`config.mk`:
```
export PLATFORM = sky130hd
export DESIGN_NAME = pipe_stage_skid_reg
export DESIGN_NICKNAME = d
export VERILOG_FILES = /design/src/rtl/pipe_pkg.sv /design/src/rtl/pipe_stage_skid_reg_sat_counter.sv /design/src/rtl/pipe_stage_skid_reg.sv
export SDC_FILE = /design/constraint.sdc
export NUM_CORES = 1
export LEC_CHECK = 0
export CAP_MARGIN = 40
export CELL_PAD_IN_SITES_DETAIL_PLACEMENT = 1
export CELL_PAD_IN_SITES_GLOBAL_PLACEMENT = 2
export CORE_ASPECT_RATIO = 0.5
export CORE_MARGIN = 1.5
export CORE_UTILIZATION = 31
export CTS_CLUSTER_DIAMETER = 80
export CTS_CLUSTER_SIZE = 8
export DETAILED_ROUTE_END_ITERATION = 8
export GPL_ROUTABILITY_DRIVEN = 0
export PLACE_DENSITY = 0.88
export SETUP_SLACK_MARGIN = 0.2
export SLEW_MARGIN = 20
export SYNTH_ARGS = -nofsm -noshare
export SYNTH_HDL_FRONTEND = slang
export SYNTH_SLANG_ARGS = --single-unit
```
`constraint.sdc`:
```
create_clock -name clk -period 2.1 [get_ports clk]
set_input_delay 0.42 -clock clk [delete_from_list [all_inputs] [get_ports clk]]
set_output_delay 0.42 -clock clk [all_outputs]
set_load 0.005 [all_outputs]
```
`src/rtl/pipe_pkg.sv`:
```
// Shared pipeline-stage definitions: skid FSM state encoding and MEM/WB payload layout.
package pipe_pkg;

    typedef enum logic [1:0] {
        ST_EMPTY = 2'd0,
        ST_FULL  = 2'd1,
        ST_SKID  = 2'd2
    } state_e;

    localparam int W_DM    = 32;
    localparam int W_ALU   = 32;
    localparam int W_PC    = 30;
    localparam int W_WBSEL = 2;
    localparam int W_RW    = 5;
    localparam int W_INSTR = 32;

    // Field offsets inside the packed MEM/WB data word, Instr at the LSBs
    localparam int OFF_INSTR = 0;
    localparam int OFF_RW    = OFF_INSTR + W_INSTR;
    localparam int OFF_WBSEL = OFF_RW + W_RW;
    localparam int OFF_PC    = OFF_WBSEL + W_WBSEL;
    localparam int OFF_ALU   = OFF_PC + W_PC;
    localparam int OFF_DM    = OFF_ALU + W_ALU;
    localparam int W_MEMWB   = OFF_DM + W_DM;

    typedef struct packed {
        logic [W_DM-1:0]    dm_result;
        logic [W_ALU-1:0]   alu_out;
        logic [W_PC-1:0]    pc_add_one;
        logic [W_WBSEL-1:0] wb_sel;
        logic [W_RW-1:0]    rw;
        logic [W_INSTR-1:0] instr;
    } memwb_t;

    function automatic logic [W_MEMWB-1:0] pack_memwb(input memwb_t fields);
        return fields;
    endfunction

    function automatic memwb_t unpack_memwb(input logic [W_MEMWB-1:0] word);
        return memwb_t'(word);
    endfunction

endpackage

```
`src/rtl/pipe_stage_skid_reg_sat_counter.sv`:
```
// Saturating up-counter; holds at all-ones once reached, cleared only by reset.
module sat_counter #(
    parameter int CNT_W = 16
) (
    input  logic             clk,
    input  logic             rst_n,
    input  logic             inc,
    output logic [CNT_W-1:0] count
);

    logic [CNT_W-1:0] count_r;

    // Count register with saturation at all-ones
    always_ff @(posedge clk or negedge rst_n) begin
        if (!rst_n) begin
            count_r <= {CNT_W{1'b0}};
        end else if (inc && (count_r != {CNT_W{1'b1}})) begin
            count_r <= count_r + CNT_W'(1'b1);
        end
    end

    assign count = count_r;

endmodule

```
`src/rtl/pipe_stage_skid_reg.sv`:
```
// Parametrised inter-stage pipeline register with valid/ready handshake, flush,
// optional 2-entry skid buffer and a saturating downstream-stall counter.
module pipe_stage_skid_reg
    import pipe_pkg::*;
#(
    parameter int DATA_W = W_MEMWB,
    parameter int CTRL_W = 1,
    parameter int SKID   = 1,
    parameter int CNT_W  = 16
) (
    input  logic              clk,
    input  logic              rst_n,
    input  logic              flush,
    input  logic              in_valid,
    output logic              in_ready,
    input  logic [DATA_W-1:0] in_data,
    input  logic [CTRL_W-1:0] in_ctrl,
    output logic              out_valid,
    input  logic              out_ready,
    output logic [DATA_W-1:0] out_data,
    output logic [CTRL_W-1:0] out_ctrl,
    output logic [CNT_W-1:0]  stall_cnt
);

    logic              accept_s;
    logic              consume_s;
    logic              in_ready_s;
    logic              m_valid_r;
    logic [DATA_W-1:0] m_data_r;
    logic [CTRL_W-1:0] m_ctrl_r;

    assign accept_s  = in_valid & in_ready_s;
    assign consume_s = m_valid_r & out_ready;

    if (SKID != 0) begin : g_skid
        state_e            state_r;
        state_e            state_nxt_s;
        logic              in_ready_r;
        logic [DATA_W-1:0] s_data_r;
        logic [CTRL_W-1:0] s_ctrl_r;
        logic              m_load_in_s;
        logic              m_load_skid_s;
        logic              m_clr_s;
        logic              s_load_s;
        logic              s_clr_s;

        // State register; in_ready and out_valid are registered decodes of the next state
        always_ff @(posedge clk or negedge rst_n) begin
            if (!rst_n) begin
                state_r    <= ST_EMPTY;
                in_ready_r <= 1'b1;
                m_valid_r  <= 1'b0;
            end else begin
                state_r    <= state_nxt_s;
                in_ready_r <= (state_nxt_s != ST_SKID);
                m_valid_r  <= (state_nxt_s != ST_EMPTY);
            end
        end

        // Next-state logic, flush overrides every transition
        always_comb begin
            state_nxt_s = state_r;
            if (flush) begin
                state_nxt_s = ST_EMPTY;
            end else begin
                case (state_r)
                    ST_EMPTY: begin
                        if (accept_s) state_nxt_s = ST_FULL;
                        else          state_nxt_s = ST_EMPTY;
                    end
                    ST_FULL: begin
                        if (accept_s && !consume_s)      state_nxt_s = ST_SKID;
                        else if (!accept_s && consume_s) state_nxt_s = ST_EMPTY;
                        else                             state_nxt_s = ST_FULL;
                    end
                    ST_SKID: begin
                        if (consume_s) state_nxt_s = ST_FULL;
                        else           state_nxt_s = ST_SKID;
                    end
                    default: state_nxt_s = ST_EMPTY;
                endcase
            end
        end

        // Datapath load/clear strobes derived from the current state
        always_comb begin
            m_load_in_s   = 1'b0;
            m_load_skid_s = 1'b0;
            m_clr_s       = 1'b0;
            s_load_s      = 1'b0;
            s_clr_s       = 1'b0;
            if (flush) begin
                m_clr_s = 1'b1;
                s_clr_s = 1'b1;
            end else begin
                case (state_r)
                    ST_EMPTY: begin
                        if (accept_s) m_load_in_s = 1'b1;
                        else          m_clr_s     = 1'b1;
                    end
                    ST_FULL: begin
                        if (accept_s && consume_s) m_load_in_s = 1'b1;
                        else if (consume_s)        m_clr_s     = 1'b1;
                        else if (accept_s)         s_load_s    = 1'b1;
                        else                       m_load_in_s = 1'b0;
                    end
                    ST_SKID: begin
                        if (consume_s) begin
                            m_load_skid_s = 1'b1;
                            s_clr_s       = 1'b1;
                        end else begin
                            m_load_skid_s = 1'b0;
                        end
                    end
                    default: begin
                        m_clr_s = 1'b1;
                        s_clr_s = 1'b1;
                    end
                endcase
            end
        end

        // Main and skid payload registers; ctrl bits are zeroed whenever a slot empties
        always_ff @(posedge clk or negedge rst_n) begin
            if (!rst_n) begin
                m_data_r <= {DATA_W{1'b0}};
                m_ctrl_r <= {CTRL_W{1'b0}};
                s_data_r <= {DATA_W{1'b0}};
                s_ctrl_r <= {CTRL_W{1'b0}};
            end else begin
                if (m_load_in_s) begin
                    m_data_r <= in_data;
                    m_ctrl_r <= in_ctrl;
                end else if (m_load_skid_s) begin
                    m_data_r <= s_data_r;
                    m_ctrl_r <= s_ctrl_r;
                end else if (m_clr_s) begin
                    m_ctrl_r <= {CTRL_W{1'b0}};
                end
                if (s_load_s) begin
                    s_data_r <= in_data;
                    s_ctrl_r <= in_ctrl;
                end else if (s_clr_s) begin
                    s_data_r <= {DATA_W{1'b0}};
                    s_ctrl_r <= {CTRL_W{1'b0}};
                end
            end
        end

        assign in_ready_s = in_ready_r;
    end else begin : g_single
        assign in_ready_s = out_ready | ~m_valid_r;

        // Single register stage; flush and drain leave a zero-ctrl bubble
        always_ff @(posedge clk or negedge rst_n) begin
            if (!rst_n) begin
                m_valid_r <= 1'b0;
                m_data_r  <= {DATA_W{1'b0}};
                m_ctrl_r  <= {CTRL_W{1'b0}};
            end else if (flush) begin
                m_valid_r <= 1'b0;
                m_ctrl_r  <= {CTRL_W{1'b0}};
            end else if (accept_s) begin
                m_valid_r <= 1'b1;
                m_data_r  <= in_data;
                m_ctrl_r  <= in_ctrl;
            end else if (consume_s) begin
                m_valid_r <= 1'b0;
                m_ctrl_r  <= {CTRL_W{1'b0}};
            end
        end
    end

    sat_counter #(
        .CNT_W (CNT_W)
    ) u_stall_cnt (
        .clk   (clk),
        .rst_n (rst_n),
        .inc   (m_valid_r & ~out_ready),
        .count (stall_cnt)
    );

    assign in_ready  = in_ready_s;
    assign out_valid = m_valid_r;
    assign out_data  = m_data_r;
    assign out_ctrl  = m_ctrl_r;

endmodule

```
==> results.sh <==
export IMPL_grt_usage_pct=22.15
export IMPL_cp_max_fo=9
export IMPL_crit_required_ps=2520
export IMPL_fin_util_pct=50.80
export IMPL_fin_crit_ps=2292
export IMPL_syn_to_final_growth_pct=61.90
export IMPL_start_util_pct=31.38
export IMPL_rows=51
export IMPL_grt_pass1_vias=10500
export IMPL_cp_start_kind="flop"
export IMPL_wl_um=55860
export IMPL_hpwl_um=25850
export IMPL_drt_iter0_markers=642
export IMPL_fin_skew_ps=32.17
export IMPL_wire_per_inst_um=31.09
export IMPL_setup_viol=199
export IMPL_synthTopCellsByArea="dfrtp_1, mux2_2, mux2_1"
export IMPL_tritoncts="built"
export IMPL_max_clock_freq_ghz=0.4364
export IMPL_dp_slack_ps=-638.4
export IMPL_core_region_area_um2=38800
export IMPL_hold_viol_final=0
export IMPL_yosys_warnings=0
export IMPL_synth_ff_type="dfrtp_1"
export IMPL_status="finished, violations left"
export IMPL_arrival_ps=2710
export IMPL_grt_max_degree=66
export IMPL_synth_edff_count=0
export IMPL_synth_cell_types=34
export IMPL_final_area_um2=19710
export IMPL_powerDensity_nw_per_um2=887.8
export IMPL_synthesis_area_um2=12170
export IMPL_worstPathCellList="nand2_2 -> a2111oi_4 -> buf_4 -> buf_4 -> mux2_1 -> mux2_1"
export IMPL_fin_crit_sh_pct=109.1
export IMPL_clock_root_buffer="clkbuf_16"
export IMPL_drtAntennaViolNets=0
export IMPL_grt_antenna_before_repair=11
export IMPL_firstDrtPassIters=5
export IMPL_fin_setup_tns_ps=-14270
export IMPL_io_pins=291
export IMPL_synth_fp_nets=964
export IMPL_die_area_um2=40540
export IMPL_ir_drop_mv=0.4319
export IMPL_slew_headroom_pct=58.60
export IMPL_drv_cap=0
export IMPL_synth_commonest_cells="dfrtp_1, mux2_2, a22o_1"
export IMPL_cts_buffers_inserted=41
export IMPL_yosysTopAreaCellShare_pct=58.99
export IMPL_finalMaxSlewViolations=0
export IMPL_synth_async_reset_ratio_pct=100.0
export IMPL_leakagePower_uw=0.009378
export IMPL_yosysTopAreaCell="dfrtp_1"
export IMPL_max_stage_delay_ps=560
export IMPL_timing_hold_ws_ps=438.5
export IMPL_die_h_um=143.1
export IMPL_end_kind="flop"
export IMPL_ys_seq_area_share_pct=59.21
export IMPL_routed_via_density=5.490
export IMPL_hold_path_class="input port to async pin"
export IMPL_slowest_stage="dfstp_2"
export IMPL_syn_inst=823
export IMPL_cts_sinks=288
export IMPL_die_w_um=283.3
export IMPL_cts_max_path_buffers=3
export IMPL_avgSynthCellArea_um2=14.79
export IMPL_worst_pin_slew_ps=616.2
export IMPL_clkTransAtPathRegs_ps=60
export IMPL_grt_first_pass_wirelength_um=68110
export IMPL_htreeDepth=2
export IMPL_portBuffers=290
export IMPL_vias=9866
export IMPL_worstSetupPathType="flop to flop"
export IMPL_clock_latency_ps=570
export IMPL_synth_seq_cells=288
export IMPL_route_detailed_drc=0
export IMPL_postPlaceCellArea_um2=16300
export IMPL_rsz0062_at_grt="yes"
export IMPL_grt_ovfl_total=0
export IMPL_cp_num_buf_inv=2
export IMPL_synth_most_common_cell="dfrtp_1"
export IMPL_nNetsFinal=1386
export IMPL_drive_above_1_share_pct=37.32
export IMPL_violations="negative setup slack"
export IMPL_crit_family="multiplexers"
export IMPL_fin_ws_ps=-191.5
## flip-flops by register name, indices dropped and copies added, names as in the netlist
| name | count |
|---|---|
| out_data | 133 |
| out_ctrl | 1 |
| g_skid.state_r | 2 |
| out_valid | 1 |
| in_ready | 1 |
| g_skid.s_ctrl_r | 1 |
| g_skid.s_data_r | 133 |
| u_stall_cnt.count | 16 |
## repair_timing
item / in CTS / in global routing
hold buffers: 1 / 0
buffers inserted: 31 / 25
pin swaps: 6 / 21
endpoints found under the setup margin: 201 / 294
endpoints found under the hold margin: 56 / 0
resized for setup: 149 / 115
cloned: 22 / 15
## layout by cell type, fill, tap and decap left out, types with 2 or more instances in the layout
| cell | netlist | routed |
|---|---|---|
| dfrtp_1 | 287 | 282 |
| clkdlybuf4s50_1 | 0 | 253 |
| mux2_4 | 0 | 158 |
| a22o_1 | 134 | 132 |
| mux2_2 | 150 | 94 |
| clkbuf_16 | 0 | 54 |
| buf_4 | 6 | 46 |
| buf_12 | 0 | 38 |
| buf_6 | 0 | 23 |
| buf_16 | 0 | 23 |
| dlymetal6s2s_1 | 0 | 19 |
| mux2_1 | 118 | 16 |
| dlygate4sd2_1 | 0 | 16 |
| diode_2 | 0 | 13 |
| xnor2_1 | 13 | 13 |
| nand4_1 | 9 | 9 |
| nand2_1 | 10 | 8 |
| clkbuf_1 | 30 | 8 |
| buf_8 | 0 | 5 |
| dfrtp_2 | 0 | 5 |
| inv_1 | 4 | 3 |
| nor3_1 | 3 | 3 |
| and4_1 | 3 | 3 |
| and3_1 | 3 | 3 |
| nand3_1 | 3 | 3 |
| nand2_2 | 0 | 2 |
| nor2_1 | 2 | 2 |
| a21oi_1 | 3 | 2 |
| a22o_4 | 0 | 2 |
| inv_6 | 0 | 2 |
## per-layer routing
| metal | vias to the layer above | wire (um) | GRT usage (%) |
|---|---|---|---|
| met4 | 0 | 3325 | 12.41 |
| met5 | - | 0 | 0 |
| li1 | 3930 | - | - |
| met1 | 5264 | 21630 | 25.82 |
| met2 | 476 | 28150 | 39.36 |
| met3 | 196 | 2756 | 3.578 |
## path summary, 6_finish.rpt
kind	cells after the start	from	endpoint	slack, ps
hold reg to reg	1	out_data[76]$_DFFE_PN0P_	out_data[76]$_DFFE_PN0P_	500
hold / removal	2	rst_n	out_data[45]$_DFFE_PN0P_	440
min in group clk	4	out_ready	u_stall_cnt.count[12]$_DFFE_PN0P_	490
setup / recovery	6	in_ready$_DFF_PN1_	out_data[77]$_DFFE_PN0P_	-190
setup reg to reg	6	in_ready$_DFF_PN1_	out_data[77]$_DFFE_PN0P_	-190
max in group asynchronous	3	rst_n	out_data[76]$_DFFE_PN0P_	870
## kinds of logic (layout without fill, tap and decap cells)
logic type      Yosys count  in the layout  share of synthesized area (%)
simple gates             41             41                          1.932
other cells               0             13                              0
flops                   288            288                          59.21
fa+ha+maj                 2              2                         0.2055
mux                     268            268                          24.79
buf+inv                  65            496                          2.436
xor+xnor                 14             14                          1.007
compound gates          145            145                          10.42
## stage by stage
stage / total power, uW / instances
final: 17500 / 1797
after floorplan: 7902 / 823
after detailed placement: 10100 / 1638
after global placement: 9960 / 1638
after global routing: 17960 / 1797
after CTS: 16760 / 1744
## cell type report
type / count / area [um2]
Fill cell: 3724 / 19090
Clock buffer: 49 / 1056
Sequential cell: 288 / 7214
Clock inverter: 3 / 37.54
Multi-Input combinational cell: 470 / 5345
Inverter: 5 / 21.27
Tap cell: 530 / 663.1
Antenna cell: 13 / 32.53
Timing Repair Buffer: 439 / 5340
## power by group
group / switching, uW / internal, uW
Sequential: 529 / 6230
Clock: 2660 / 3510
Combinational: 1800 / 2770
Total: 4990 / 12500
(Power assumes the default switching activity.)
